[src/rtl/dual_issue_decode.sv]
// dual_issue_decode
//   Decode/issue stage for a two-wide in-order pipe. Lane A holds the older
//   instruction and lane B the younger one. Both instructions are decoded and
//   registered into the ID/EX boundary. Two hazards are resolved by stalling:
//   - Intra-pair RAW: the pair is split and B is parked in a holding register.
//   - Load-use: a bubble is inserted in front of the consumer.
//
// Ports
//   clk, reset                 clock, synchronous active-high reset
//   if_valid, if_instr_*,      instruction pair and PCs from fetch
//   if_pc_*
//   id_ready                   pair consumed when if_valid && id_ready
//   ex_ready                   ID/EX can take a new pair
//   flush                      redirect; kills the outputs and any held B
//   id_*_a / id_*_b            registered decode results per lane
//
// state   | meaning
// --------+-----------------------------------------------------------------
// PAIR    | accepting pairs from fetch
// HOLD_B  | lane A of a split pair has issued; held B waits to issue alone
module dual_issue_decode #(
  parameter int DATA_WIDTH = 32,
  parameter int REG_ADDR   = 5
) (
  input  logic                  clk,
  input  logic                  reset,
  input  logic                  if_valid,
  input  logic [DATA_WIDTH-1:0] if_instr_a,
  input  logic [DATA_WIDTH-1:0] if_instr_b,
  input  logic [DATA_WIDTH-1:0] if_pc_a,
  input  logic [DATA_WIDTH-1:0] if_pc_b,
  output logic                  id_ready,
  input  logic                  ex_ready,
  input  logic                  flush,
  output logic                  id_valid_a,      id_valid_b,
  output logic [DATA_WIDTH-1:0] id_pc_a,         id_pc_b,
  output logic [REG_ADDR-1:0]   id_rd_a,         id_rd_b,
  output logic [REG_ADDR-1:0]   id_rs1_a,        id_rs1_b,
  output logic [REG_ADDR-1:0]   id_rs2_a,        id_rs2_b,
  output logic [DATA_WIDTH-1:0] id_imm_a,        id_imm_b,
  output logic [4:0]            id_alu_op_a,     id_alu_op_b,
  output logic [3:0]            id_instr_type_a, id_instr_type_b,
  output logic                  id_reg_write_a,  id_reg_write_b,
  output logic                  id_mem_read_a,   id_mem_read_b,
  output logic                  id_mem_write_a,  id_mem_write_b,
  output logic                  id_branch_a,     id_branch_b,
  output logic                  id_jump_a,       id_jump_b,
  output logic                  id_use_imm_a,    id_use_imm_b,
  output logic [3:0]            id_hazard_a,     id_hazard_b
);

  localparam logic [0:0] ST_PAIR   = 1'b0;
  localparam logic [0:0] ST_HOLD_B = 1'b1;

  localparam logic [3:0] IT_R = 4'd0, IT_I = 4'd1, IT_LOAD = 4'd2, IT_S = 4'd3,
                         IT_B = 4'd4, IT_JAL = 4'd5, IT_JALR = 4'd6, IT_LUI = 4'd7,
                         IT_AUIPC = 4'd8, IT_ECALL = 4'd9, IT_NOP = 4'd10, IT_NONE = 4'd11;

  localparam logic [3:0] HZ_A_STALL = 4'd0, HZ_B_STALL = 4'd1,
                         HZ_FROM_A = 4'd2, HZ_NONE = 4'd9;

  localparam logic [4:0] ALU_ADDR = 5'h14, ALU_CMP = 5'h15, ALU_NONE = 5'h1F;

  typedef struct packed {
    logic [REG_ADDR-1:0]   rd, rs1, rs2;
    logic [DATA_WIDTH-1:0] imm;
    logic [4:0]            alu_op;
    logic [3:0]            itype;
    logic reg_write, mem_read, mem_write, branch, jump, use_imm, use_rs1, use_rs2;
  } dec_t;

  typedef struct packed {
    logic                  valid;
    logic [DATA_WIDTH-1:0] pc;
    logic [REG_ADDR-1:0]   rd, rs1, rs2;
    logic [DATA_WIDTH-1:0] imm;
    logic [4:0]            alu_op;
    logic [3:0]            itype;
    logic reg_write, mem_read, mem_write, branch, jump, use_imm;
    logic [3:0]            hazard;
  } lane_t;

  function automatic dec_t decode(input logic [DATA_WIDTH-1:0] ins);
    dec_t       d;
    logic [31:0] imm32;
    logic [2:0]  f3;
    logic        f7b5;
    f3    = ins[14:12];
    f7b5  = ins[30];
    imm32 = '0;
    d     = '0;
    d.rd  = REG_ADDR'(ins[11:7]);
    d.rs1 = REG_ADDR'(ins[19:15]);
    d.rs2 = REG_ADDR'(ins[24:20]);
    d.alu_op = ALU_NONE;
    d.itype  = IT_NONE;
    case (ins[6:0])
      7'h33: begin
        d.itype = IT_R; d.reg_write = 1'b1; d.use_rs1 = 1'b1; d.use_rs2 = 1'b1;
        case (f3)
          3'd0: d.alu_op = f7b5 ? 5'h01 : 5'h00;
          3'd1: d.alu_op = 5'h05;
          3'd2: d.alu_op = 5'h08;
          3'd3: d.alu_op = 5'h09;
          3'd4: d.alu_op = 5'h02;
          3'd5: d.alu_op = f7b5 ? 5'h07 : 5'h06;
          3'd6: d.alu_op = 5'h03;
          3'd7: d.alu_op = 5'h04;
        endcase
      end
      7'h13: begin
        d.itype = IT_I; d.reg_write = 1'b1; d.use_imm = 1'b1; d.use_rs1 = 1'b1;
        imm32 = {{20{ins[31]}}, ins[31:20]};
        case (f3)
          3'd0: d.alu_op = 5'h0A;
          3'd1: d.alu_op = 5'h0E;
          3'd2: d.alu_op = 5'h12;
          3'd3: d.alu_op = 5'h13;
          3'd4: d.alu_op = 5'h0B;
          3'd5: d.alu_op = f7b5 ? 5'h11 : 5'h0F;
          3'd6: d.alu_op = 5'h0C;
          3'd7: d.alu_op = 5'h0D;
        endcase
      end
      7'h03: begin
        d.itype = IT_LOAD; d.reg_write = 1'b1; d.mem_read = 1'b1; d.use_imm = 1'b1;
        d.use_rs1 = 1'b1; d.alu_op = ALU_ADDR;
        imm32 = {{20{ins[31]}}, ins[31:20]};
      end
      7'h23: begin
        d.itype = IT_S; d.mem_write = 1'b1; d.use_imm = 1'b1;
        d.use_rs1 = 1'b1; d.use_rs2 = 1'b1; d.alu_op = ALU_ADDR;
        imm32 = {{20{ins[31]}}, ins[31:25], ins[11:7]};
      end
      7'h63: begin
        d.itype = IT_B; d.branch = 1'b1; d.use_rs1 = 1'b1; d.use_rs2 = 1'b1;
        d.alu_op = ALU_CMP;
        imm32 = {{19{ins[31]}}, ins[31], ins[7], ins[30:25], ins[11:8], 1'b0};
      end
      7'h6F: begin
        d.itype = IT_JAL; d.reg_write = 1'b1; d.jump = 1'b1; d.use_imm = 1'b1;
        d.alu_op = ALU_ADDR;
        imm32 = {{11{ins[31]}}, ins[31], ins[19:12], ins[20], ins[30:21], 1'b0};
      end
      7'h67: begin
        d.itype = IT_JALR; d.reg_write = 1'b1; d.jump = 1'b1; d.use_imm = 1'b1;
        d.use_rs1 = 1'b1; d.alu_op = ALU_ADDR;
        imm32 = {{20{ins[31]}}, ins[31:20]};
      end
      7'h37, 7'h17: begin
        d.itype = (ins[5]) ? IT_LUI : IT_AUIPC;
        d.reg_write = 1'b1; d.use_imm = 1'b1; d.alu_op = ALU_ADDR;
        imm32 = {ins[31:12], 12'b0};
      end
      7'h73: begin
        d.itype = IT_ECALL; d.use_imm = 1'b1;
      end
      default: ;
    endcase
    if (d.rd == '0) d.reg_write = 1'b0;
    d.imm = DATA_WIDTH'($signed(imm32));
    return d;
  endfunction

  function automatic lane_t idle(input logic [3:0] hz);
    lane_t l;
    l        = '0;
    l.alu_op = ALU_NONE;
    l.itype  = IT_NOP;
    l.hazard = hz;
    return l;
  endfunction

  function automatic lane_t issue(input logic [DATA_WIDTH-1:0] pc, input dec_t d);
    lane_t l;
    l.valid     = 1'b1;
    l.pc        = pc;
    l.rd        = d.rd;
    l.rs1       = d.rs1;
    l.rs2       = d.rs2;
    l.imm       = d.imm;
    l.alu_op    = d.alu_op;
    l.itype     = d.itype;
    l.reg_write = d.reg_write;
    l.mem_read  = d.mem_read;
    l.mem_write = d.mem_write;
    l.branch    = d.branch;
    l.jump      = d.jump;
    l.use_imm   = d.use_imm;
    l.hazard    = HZ_NONE;
    return l;
  endfunction

  // A valid load sitting in the output register whose destination feeds a
  // used source of the instruction about to issue.
  function automatic logic lu_hit(input lane_t o, input dec_t d);
    return o.valid && (o.itype == IT_LOAD) && (o.rd != '0) &&
           ((d.use_rs1 && (d.rs1 == o.rd)) || (d.use_rs2 && (d.rs2 == o.rd)));
  endfunction

  lane_t                 lane_a_q, lane_b_q, lane_a_d, lane_b_d;
  logic [0:0]            state, state_d;
  logic [DATA_WIDTH-1:0] hold_instr, hold_pc;
  logic                  hold_load, load_en;
  logic                  hit_a, hit_b, hit_h, raw;
  dec_t                  dec_a, dec_b, dec_h;

  assign dec_a   = decode(if_instr_a);
  assign dec_b   = decode(if_instr_b);
  assign dec_h   = decode(hold_instr);
  assign load_en = ex_ready || !(lane_a_q.valid || lane_b_q.valid);
  assign hit_a   = lu_hit(lane_a_q, dec_a) || lu_hit(lane_b_q, dec_a);
  assign hit_b   = lu_hit(lane_a_q, dec_b) || lu_hit(lane_b_q, dec_b);
  assign hit_h   = lu_hit(lane_a_q, dec_h) || lu_hit(lane_b_q, dec_h);
  // reg_write already excludes rd == x0, so x0 never splits a pair.
  assign raw     = dec_a.reg_write &&
                   ((dec_b.use_rs1 && (dec_b.rs1 == dec_a.rd)) ||
                    (dec_b.use_rs2 && (dec_b.rs2 == dec_a.rd)));

  always_comb begin
    lane_a_d  = lane_a_q;
    lane_b_d  = lane_b_q;
    state_d   = state;
    id_ready  = 1'b0;
    hold_load = 1'b0;
    if (load_en) begin
      case (state)
        ST_PAIR: begin
          if (if_valid && (hit_a || hit_b)) begin
            lane_a_d = idle(hit_a ? HZ_A_STALL : HZ_NONE);
            lane_b_d = idle(hit_b ? HZ_B_STALL : HZ_NONE);
          end else begin
            id_ready = 1'b1;
            if (!if_valid) begin
              lane_a_d = idle(HZ_NONE);
              lane_b_d = idle(HZ_NONE);
            end else if (raw) begin
              lane_a_d  = issue(if_pc_a, dec_a);
              lane_b_d  = idle(HZ_FROM_A);
              hold_load = 1'b1;
              state_d   = ST_HOLD_B;
            end else begin
              lane_a_d = issue(if_pc_a, dec_a);
              lane_b_d = issue(if_pc_b, dec_b);
            end
          end
        end
        ST_HOLD_B: begin
          lane_a_d = idle(HZ_NONE);
          if (hit_h) begin
            lane_b_d = idle(HZ_B_STALL);
          end else begin
            lane_b_d = issue(hold_pc, dec_h);
            state_d  = ST_PAIR;
          end
        end
        default: state_d = ST_PAIR;
      endcase
    end
  end

  always_ff @(posedge clk) begin
    if (reset || flush) begin
      lane_a_q   <= idle(HZ_NONE);
      lane_b_q   <= idle(HZ_NONE);
      state      <= ST_PAIR;
      hold_instr <= '0;
      hold_pc    <= '0;
    end else begin
      lane_a_q <= lane_a_d;
      lane_b_q <= lane_b_d;
      state    <= state_d;
      if (hold_load) begin
        hold_instr <= if_instr_b;
        hold_pc    <= if_pc_b;
      end
    end
  end

  assign id_valid_a      = lane_a_q.valid;
  assign id_pc_a         = lane_a_q.pc;
  assign id_rd_a         = lane_a_q.rd;
  assign id_rs1_a        = lane_a_q.rs1;
  assign id_rs2_a        = lane_a_q.rs2;
  assign id_imm_a        = lane_a_q.imm;
  assign id_alu_op_a     = lane_a_q.alu_op;
  assign id_instr_type_a = lane_a_q.itype;
  assign id_reg_write_a  = lane_a_q.reg_write;
  assign id_mem_read_a   = lane_a_q.mem_read;
  assign id_mem_write_a  = lane_a_q.mem_write;
  assign id_branch_a     = lane_a_q.branch;
  assign id_jump_a       = lane_a_q.jump;
  assign id_use_imm_a    = lane_a_q.use_imm;
  assign id_hazard_a     = lane_a_q.hazard;

  assign id_valid_b      = lane_b_q.valid;
  assign id_pc_b         = lane_b_q.pc;
  assign id_rd_b         = lane_b_q.rd;
  assign id_rs1_b        = lane_b_q.rs1;
  assign id_rs2_b        = lane_b_q.rs2;
  assign id_imm_b        = lane_b_q.imm;
  assign id_alu_op_b     = lane_b_q.alu_op;
  assign id_instr_type_b = lane_b_q.itype;
  assign id_reg_write_b  = lane_b_q.reg_write;
  assign id_mem_read_b   = lane_b_q.mem_read;
  assign id_mem_write_b  = lane_b_q.mem_write;
  assign id_branch_b     = lane_b_q.branch;
  assign id_jump_b       = lane_b_q.jump;
  assign id_use_imm_b    = lane_b_q.use_imm;
  assign id_hazard_b     = lane_b_q.hazard;

endmodule

[config.mk]
export PLATFORM = sky130hd
export DESIGN_NAME = dual_issue_decode
export DESIGN_NICKNAME = d
export VERILOG_FILES = /design/src/rtl/dual_issue_decode.sv
export SDC_FILE = /design/constraint.sdc
export NUM_CORES = 1
export LEC_CHECK = 0
export BUFFER_PORTS_ARGS = -buffer_cell sky130_fd_sc_hd__clkbuf_2
export CAP_MARGIN = 20
export CORE_UTILIZATION = 53
export CTS_CLUSTER_SIZE = 30
export DETAILED_ROUTE_END_ITERATION = 8
export PLACE_DENSITY = 0.82
export SLEW_MARGIN = 25
export SYNTH_ARGS = -nofsm -noshare
export SYNTH_HDL_FRONTEND = slang
export SYNTH_SLANG_ARGS = --single-unit
export TNS_END_PERCENT = 50
[constraint.sdc]
create_clock -name clk -period 2.9 [get_ports clk]
set_input_delay 0.29 -clock clk [delete_from_list [all_inputs] [get_ports clk]]
set_output_delay 0.29 -clock clk [all_outputs]
set_load 0.01 [all_outputs]
### Word level (Yosys, flattened, before mapping)

Cells that the tools add are included.

* register bits: 263
* input port bits: 133
* output and inout bits: 199
* word-level logic and storage cells: 248

* equality and inequality tests: 67
* mux-type cells: 74
* bitwise logic cells: 1
* reduce and logical (&&, ||, !) cells: 73

Operators by type and width (count)
* $mux 99: 6
* $pmux 32 s5: 3
* $pmux 99 s2: 2
* $pmux 5 s8: 6
* $pmux 4 s9: 3
* $eq 7x7->1 const B: 12
* $eq 5x5->1: 14
* $eq 7x6->1 const B: 9
* $pmux 5 s4: 3
* $eq 7x5->1 const B: 6
* $mux 1: 42
* $eq 3x3->1 const B: 12
* $reduce_or 6->1: 6
* $logic_and 1x1->1: 26
* $reduce_or 8->1: 3
* $eq 7x2->1 const B: 3
* $reduce_or 7->1: 3
* $mux 4: 5
* $eq 3x2->1 const B: 6
* $reduce_or 3->1: 6
* $logic_not 5->1: 3
* $mux 5: 3
* $logic_or 1x1->1: 14
* $reduce_or 2->1: 6
* other kinds (7): 13

### Longest topological paths before layout

Gate-level depths: netlist (run 1).

* depth in word-level cells: 12
* depth in mapped cells: 10
* mapped depth without buffers: 7

### Worst setup path after synthesis (run 1)

OpenSTA, ideal clock, no wires.

* path type: reg-to-output
* start point: reg lane_a_q (netlist bit id_rd_a[4])
* end point: out id_ready
* data arrival time: 2.141 ns
* required time: 2.610 ns
* path slack: 0.469 ns
* cell stages (with the launch flop): 10
* buffers on the path: 2
* path through: dfxtp_1 > buf_2 > nor3_1 > a211oi_1 > nand4_1 > nand4_1 > nor2_2 > clkbuf_1 > nor2_1 > nor3_1

* cells in the longest elaborated chain, start to end: 10
* elaborated cells on any way between the ends: 21
* classes of those cells: eq/ne (4); mux (3); reduce/logical (14)

Ends and longest elaborated chain
* from (decl): RTL line 201 `lane_t lane_a_q, lane_b_q, lane_a_d, lane_b_d;`
* from (signal assigned): RTL line 264 `lane_a_q <= idle(HZ_NONE);`
* from (signal assigned): RTL line 270 `lane_a_q <= lane_a_d;`
* $eq 5x5->1: RTL line 198 `((d.use_rs1 && (d.rs1 == o.rd)) || (d.use_rs2 && (d.rs2 == o.rd)));`
* $logic_and 1x1->1: RTL line 198
* $logic_or 1x1->1: RTL line 198
* $logic_and 1x1->1: RTL line 197 `return o.valid && (o.itype == IT_LOAD) && (o.rd != '0) &&`
* $logic_or 1x1->1, on equally long branches: RTL line 212, 213
* $logic_or 1x1->1 *: RTL line 229 `if (if_valid && (hit_a || hit_b)) begin`
* $logic_and 1x1->1 *: RTL line 229
* $mux 1 *: RTL line 229
* $mux 1 *: RTL line 227 `case (state)`
* $mux 1 *: RTL line 226 `if (load_en) begin`
* to (decl): RTL line 32 `output logic id_ready,`

Every way passes the cells marked *; elsewhere a longest branch is shown, timed or not.

### Final worst setup path (run 1)

* start point: reg lane_b_q (netlist bit id_rd_b[1])
* end point: out id_ready

* cells in the longest elaborated chain, start to end: 10
* elaborated cells on any way between the ends: 21
* classes of those cells: eq/ne (4); mux (3); reduce/logical (14)

Ends and longest elaborated chain
* from (decl): RTL line 201
* from (signal assigned): RTL line 265 `lane_b_q <= idle(HZ_NONE);`
* from (signal assigned): RTL line 271 `lane_b_q <= lane_b_d;`
* $eq 5x5->1: RTL line 198
* $logic_and 1x1->1: RTL line 198
* $logic_or 1x1->1: RTL line 198
* $logic_and 1x1->1: RTL line 197
* $logic_or 1x1->1, on equally long branches: RTL line 212, 213
* $logic_or 1x1->1 *: RTL line 229
* $logic_and 1x1->1 *: RTL line 229
* $mux 1 *: RTL line 229
* $mux 1 *: RTL line 227
* $mux 1 *: RTL line 226

Marks and branches as above.

==> reports/results.txt, run 1 <==
Residual DRC - 0
maxcap violations - 0
Worst R2R Path Depth - 11
Fmax - 0.340 GHz
crit path DAT - 2650 ps
Root Buffer Master - clkbuf_16
layout net count - 2,007
FP Rows - 56
DIE HEIGHT - 156 um
post-synth cell types - 71
final wirelength - 46.4 mm
Sequential Power Share - 43.6%
Top FF cell, synth - dfxtp_1
setup ws final - -39.3 ps
CP max FO - 3
final setup vio count - 1
Post-synth EDFFs - 0
diode count - 0
remaining antenna violation count - 0
area of the core - 23,400 um2
crit path from - id_rd_b[1]
sequential share of the synthesized area - 41.0%
Least-Margin Pin Slew - 892 ps
first-pass GRT wire length - 70.6 mm
P per Cell Area - 510 nW/um2
skew final - 13.3 ps
max-slew violation count - 0
Vias/cell - 6.24
layout cell share with drive strength beyond 1 - 25.2%
Die X - 156 um
Leakage Power - 6.91 nW
Period minus WS final - 2940 ps
Initial DRT Pass Iterations - 6
total track usage - 36.6%
failing checks - setup timing
Clk pwr share - 46.2%
top cell type's share of synthesized area - 41.0%
Vias - 13,800
area grow syn2layout - 29.9%
terminating pin of the worst hold path - hold_pc[25]
pre-CTS setup slack - -138 ps
Final Cycle Share - 101%
result of the run - finished with violations
Clock Latency Late Sink - 550 ps
post-synthesis cell count - 1,539
WL/cell - 21.0 um
Reg-to-Reg Start - id_rd_b[1]
ranking of synthesized cells by area - dfxtp_1, o21ai_0, a22o_1, a21oi_1, a32oi_1
synth cell count leaders - dfxtp_1, o21ai_0, nand2_1
gr ovfl total - 0
die area - 24,500 um2
post-detail-place hpwl - 31.0 mm
CTS Buf Count - 28
Sw Pwr - 2.04 mW
Logic pwr share - 10.2%
Critical-path top delay cell - dfxtp_1
1st-iter DRT viols - 1,414
Port Buffers - 328
relative slew slack - 40.3%
number of global-route vias before repair - 12,700
crit-path cells - buf_4, xor2_1, nor3_1, nand4_1, nand4_1, nor2_4, nor2_1, nor3_1, clkbuf_2
Worst setup EP type - output port
hold depth - 3
finished layout cell area - 16,400 um2
CTS Buffer Depth - 3
Int Power - 6.33 mW
gpl congestion - 0.990
Initial Util - 54.0%
Hold/Removal Path Class - in -> reg
Worst Min Path Start - if_pc_b[25]
RSZ-0062 raised after global routing - no
Hold Slack - 6.05 ps
VDD IR max - 0.410 mV
Syn Area/Cell - 8.22 um2
CTS tree - built
Synth area leader - dfxtp_1
asr flop ratio synth - 0%
WP data required - 2610 ps
Slowest Stage Delay on Critical Path - 410 ps
CTS clk-pin slew, worst paths - 60 ps
startpoint types - register
area post-placement - 14,700 um2
Mapped Area - 12,600 um2
post-synthesis register bit count - 259
initial antenna violation count - 0
final hold vios - 0
Worst R2R End - hold_pc[12]
YS warnings - 0
most frequent cell after synthesis - dfxtp_1
Worst Setup Path Type - reg -> out
Ports - 332
H-tree depth - 1
register-to-register setup slack - 210 ps
Clock Sinks - 259
pin count of the biggest net entering global routing - 137
switch share - 24.4%
sum of negative setup slack - -39.3 ps
==> final cells by class <==
type | count | area (um2)
fillers | 1848 | 6970
multi-input cells | 1107 | 6800
flip-flops and latches | 259 | 5190
repair buffers | 470 | 3000
clock buffers | 40 | 846
well taps | 319 | 399
clock inverters | 11 | 175
inverters | 8 | 30.0
==> power groups by stage <==
stage          combinational [mW]  sequential [mW]  clock, mW
3_5_place_dp                0.747             3.72          0
6_report                    0.850             3.65       3.87
2_1_floorplan               0.403             3.74          0
4_1_cts                     0.822             3.65       3.90
5_1_grt                     0.904             3.65       4.05
3_3_place_gp                0.736             3.72          0
==> per-stage QoR <==
| stage | utilization, % | power, mW | instances |
|---|---|---|---|
| finish | 70.2 | 8.37 | 2214 |
| global placement | 62.9 | 4.46 | 2096 |
| global route | 70.2 | 8.60 | 2214 |
| CTS | 70.2 | 8.37 | 2214 |
| floorplan | - | 4.14 | 1541 |
| detailed placement | 62.9 | 4.47 | 2096 |
==> state kept, by name, indices dropped and copies added (netlist names), 3 cells and up <==
| name | count |
|---|---|
| id_rs2_a | 5 |
| hold_pc | 32 |
| hold_instr | 32 |
| id_pc_a | 32 |
| id_hazard_b | 3 |
| id_rd_a | 5 |
| id_imm_a | 32 |
| id_pc_b | 32 |
| id_instr_type_a | 4 |
| id_rd_b | 5 |
| id_alu_op_a | 5 |
| id_instr_type_b | 4 |
| id_rs2_b | 5 |
| id_rs1_b | 5 |
| id_imm_b | 32 |
| id_alu_op_b | 5 |
| id_rs1_a | 5 |
==> worst max-delay path, delay by kind of cell (launching register included) <==
| kind | cells | cell delay [ps] |
|---|---|---|
| xor+xnor | 1 | 340 |
| flops | 1 | 410 |
| simple gates | 6 | 970 |
| buf+inv | 2 | 370 |
==> timing repair <==
action,CTS,global route
hold endpoints to repair,65,0
setup endpoints to repair,128,4
setup buffers,2,0
hold buffers,65,0
pin swaps,2,0
resized for setup,4,2
==> logic make-up after synthesis <==
logic type | Yosys count | share of synthesized area, %
other | 1 | 0.0297
multiplexers | 4 | 0.327
AND/OR/NAND/NOR | 441 | 17.4
flip-flops | 259 | 41.0
buffers and inverters | 175 | 5.74
AO/OA/AOI/OAI | 586 | 30.4
XOR/XNOR | 73 | 5.06
==> worst max-delay path by stage <==
| stage | end | slack, ps | depth (start not counted) |
|---|---|---|---|
| 3_3_place_gp | hold_pc[16] | -70 | 10 |
| 6_report | id_ready | -40 | 9 |
| 4_1_cts | id_ready | 70 | 9 |
| 2_1_floorplan | id_ready | 470 | 9 |
| 3_5_place_dp | hold_pc[11] | -140 | 10 |
| 5_1_grt | id_ready | 30 | 8 |
==> placed cells by master, fill, tap and decap left out, drive strengths merged, types with 5 or more instances in the layout <==
master,netlist,routed
dlygate4sd3,0,65
nor2b,17,17
dfxtp,259,259
o21ai,182,182
and3,14,14
a22o,76,76
a22oi,13,13
clkbuf,128,368
nor3,34,34
o31ai,25,25
inv,8,8
a32oi,71,71
or2,5,5
nor2,80,80
xor2,58,58
nand2b,14,14
buf,39,77
o21a,7,7
a21o,23,23
and3b,5,5
and2,5,5
o31a,5,5
clkinv,0,5
nand3b,5,5
nand4,19,19
xnor2,15,15
a211oi,7,7
a21oi,132,132
a31oi,13,13
nand2,136,136
nand3,82,82
==> metal layers <==
metal	vias to the layer above	track usage, %	part of all wire (%)
li1	6333	-	-
met5	-	0	0
met2	858	60.8	47
met1	6473	45.4	38
met3	146	8.36	11
met4	0	15.5	4.2
Note: power is estimated with default switching activity, not from simulation.
==> run 2: changes to the inputs <==
- CORE_UTILIZATION: 53 -> 58
- PLACE_DENSITY: 0.82 -> 0.89
- clock period: 2.9 -> 3.7 ns (I/O delays scaled with it)
==> run 2 against run 1 <==
The flow now finishes without violations. Combinational power down 32%. Sequential share of layout area increased by 2.3 points. First-iteration DRC count is 4.9% higher. Count of clock-buffer cells in the layout down 5. Worst setup slack improved by 240 ps. Register-to-register slack improved by 430 ps. Via count decreased by 3.5%. Cell count shrank 6.7%. Largest cell class unchanged.
==> reports/results.txt, run 2 (synthesis results as in run 1) <==
die area - 22,400 um2 (was 24,500 um2)
Worst Min Path Start - if_pc_a[10] (was if_pc_b[25])
RSZ-0062 raised after global routing - no (unchanged)
Port Buffers - 328 (unchanged)
WP data required - 3330 ps (was 2610 ps)
gr ovfl total - 0 (unchanged)
1st-iter DRT viols - 1,483 (was 1,414)
relative slew slack - 41.7% (was 40.3%)
Seq. cell area - 5180 um2 (was 5190 um2)
Worst Setup Path Type - reg -> out (unchanged)
Initial Util - 59.6% (was 54.0%)
Worst R2R End - id_imm_b[8] (was hold_pc[12])
Slowest Stage Delay on Critical Path - 470 ps (was 410 ps)
most frequent cells in the layout - clkbuf_2, dfxtp_1, o21ai_0 (unchanged)
Fmax - 0.286 GHz
skew final - 12.1 ps (was 13.3 ps)
CTS Buffer Depth - 3 (unchanged)
Die X - 150 um (was 156 um)
FP Rows - 53 (was 56)
register-to-register setup slack - 640 ps (was 210 ps)
Hold/Removal Path Class - in -> reg (unchanged)
Clock Sinks - 259 (unchanged)
area grow syn2layout - 20.9% (was 29.9%)
CP top delay family - simple AND/OR/NAND/NOR gates (unchanged)
Vias/cell - 6.45 (was 6.24)
Reg-to-Reg Start - id_rd_b[3] (was id_rd_b[1])
total track usage - 37.4% (was 36.6%)
hold depth - 2 (was 3)
Worst R2R Path Depth - 8 (was 11)
layout net count - 1,905 (was 2,007)
CTS Buf Count - 27 (was 28)
P per Cell Area - 409 nW/um2 (was 510 nW/um2)
Residual DRC - 0 (unchanged)
Multi-input gate area - 6780 um2 (was 6800 um2)
crit-path cells - nor3_1, a211oi_2, nand4_1, nand4_1, nor2_4, nor2_1, nor3_1, clkbuf_2 (was buf_4, xor2_1, nor3_1, nand4_1, nand4_1, nor2_4, nor2_1, nor3_1, clkbuf_2)
maxcap violations - 0 (unchanged)
Vias - 13,300 (was 13,800)
final hold vios - 0 (unchanged)
final setup vio count - 0 (was 1)
initial antenna violation count - 0 (unchanged)
pin count of the biggest net entering global routing - 98 (was 137)
terminating pin of the worst hold path - id_pc_a[10] (was hold_pc[25])
WL/cell - 21.0 um (about the same)
first-pass GRT wire length - 66.6 mm (was 70.6 mm)
Clock Latency Late Sink - 540 ps (was 550 ps)
startpoint types - register (unchanged)
Critical-path top delay cell - dfxtp_1 (unchanged)
fill count - 1,678 (was 1,848)
Hold Slack - 34.3 ps (was 6.05 ps)
Least-Margin Pin Slew - 866 ps (was 892 ps)
H-tree depth - 1 (unchanged)
area of the core - 21,200 um2 (was 23,400 um2)
Initial DRT Pass Iterations - 7 (was 6)
Leakage Power - 6.39 nW (was 6.91 nW)
CP max FO - 10 (was 3)
layout cell share with drive strength beyond 1 - 24.2% (was 25.2%)
VDD IR max - 0.430 mV (was 0.410 mV)
final wirelength - 43.5 mm (was 46.4 mm)
diode count - 0 (unchanged)
# placed instances - 2,018 (was 2,096)
sum of negative setup slack - 0 ps (was -39.3 ps)
Post-CTS Setup Inserts - 0 (was 2)
Final Cycle Share - 94.5%
crit path from - id_rd_b[2] (was id_rd_b[1])
CTS clk-pin slew, worst paths - 60 ps (about the same)
DIE HEIGHT - 150 um (was 156 um)
gpl congestion - 0.974 (was 0.990)
number of global-route vias before repair - 12,400 (was 12,700)
CTS tree - built (unchanged)
commonest non-fill, non-tap cell in the layout - clkbuf_2 (unchanged)
Post-Layout Cell Count - 2,066 (was 2,214)
Ports - 332 (unchanged)
remaining antenna violation count - 0 (unchanged)
Period minus WS final - 3500 ps
post-detail-place hpwl - 30.3 mm (was 31.0 mm)
result of the run - finished, final reports clean (was finished with violations)
max-slew violation count - 0 (unchanged)
crit path DAT - 3130 ps (was 2650 ps)
Root Buffer Master - clkbuf_16 (unchanged)
critical path buffer and inverter count - 1 (was 2)
Worst setup EP type - output port (unchanged)
[run 2: cell count changes in the layout (fill, tap and decap cells not counted), moves of 3 or more]
cell | before | now
dlygate4sd3_1 | 65 | 0
buf_4 | 67 | 34
buf_12 | 10 | 7
clkinv_2 | 3 | 7
clkbuf_8 | 10 | 3
clkbuf_1 | 2 | 5
[run 2: worst max path at each step]
stage                             end  slack, ps  depth (start not counted)
final                        id_ready        200                          8
after CTS                    id_ready        270                          8
after global routing         id_ready         50                          8
after global placement    id_imm_b[8]        480                          8
after detailed placement  id_imm_b[8]        440                          8
after floorplan              id_ready       1190                          9
[run 2: through the flow]
stage / utilization [%] / area, um2 / power [mW] / worst slack [ps]
after floorplan: - / 12700 / 3.25 / 1190
after global placement: 67.7 / 14400 / 3.47 / 484
after detailed placement: 67.7 / 14400 / 3.48 / 444
after CTS: 72.0 / 15300 / 6.25 / 270
after global routing: 72.0 / 15300 / 6.43 / 50.9
final: 72.0 / 15300 / 6.25 / 203
[run 2: layer usage]
metal	part of all wire, %	up-vias	GRT usage, %
met3	12	191	9.30
met4	5.4	0	20.2
met5	0	-	0
li1	-	6124	-
met1	37	6136	46.4
met2	45	881	59.7
[run 2: power by group]
| part | switching, mW | internal [mW] |
|---|---|---|
| sequential | 0.0352 | 2.83 |
| clock | 1.14 | 1.68 |
| combinational | 0.371 | 0.204 |
| total | 1.54 | 4.71 |
[run 2: what timing repair did]
item                                    in CTS  in global routing
endpoints found under the setup margin       1                  0
hold buffers                                 0                  0
resized for setup                            1                  0
[run 2: cell type report]
type	instances	area share, %
clock buffers	35	4.81
clock inverters	13	1.12
inverters	8	0.196
multi-input cells	1107	44.4
flip-flops and latches	259	33.9
well taps	275	2.25
repair buffers	369	13.3
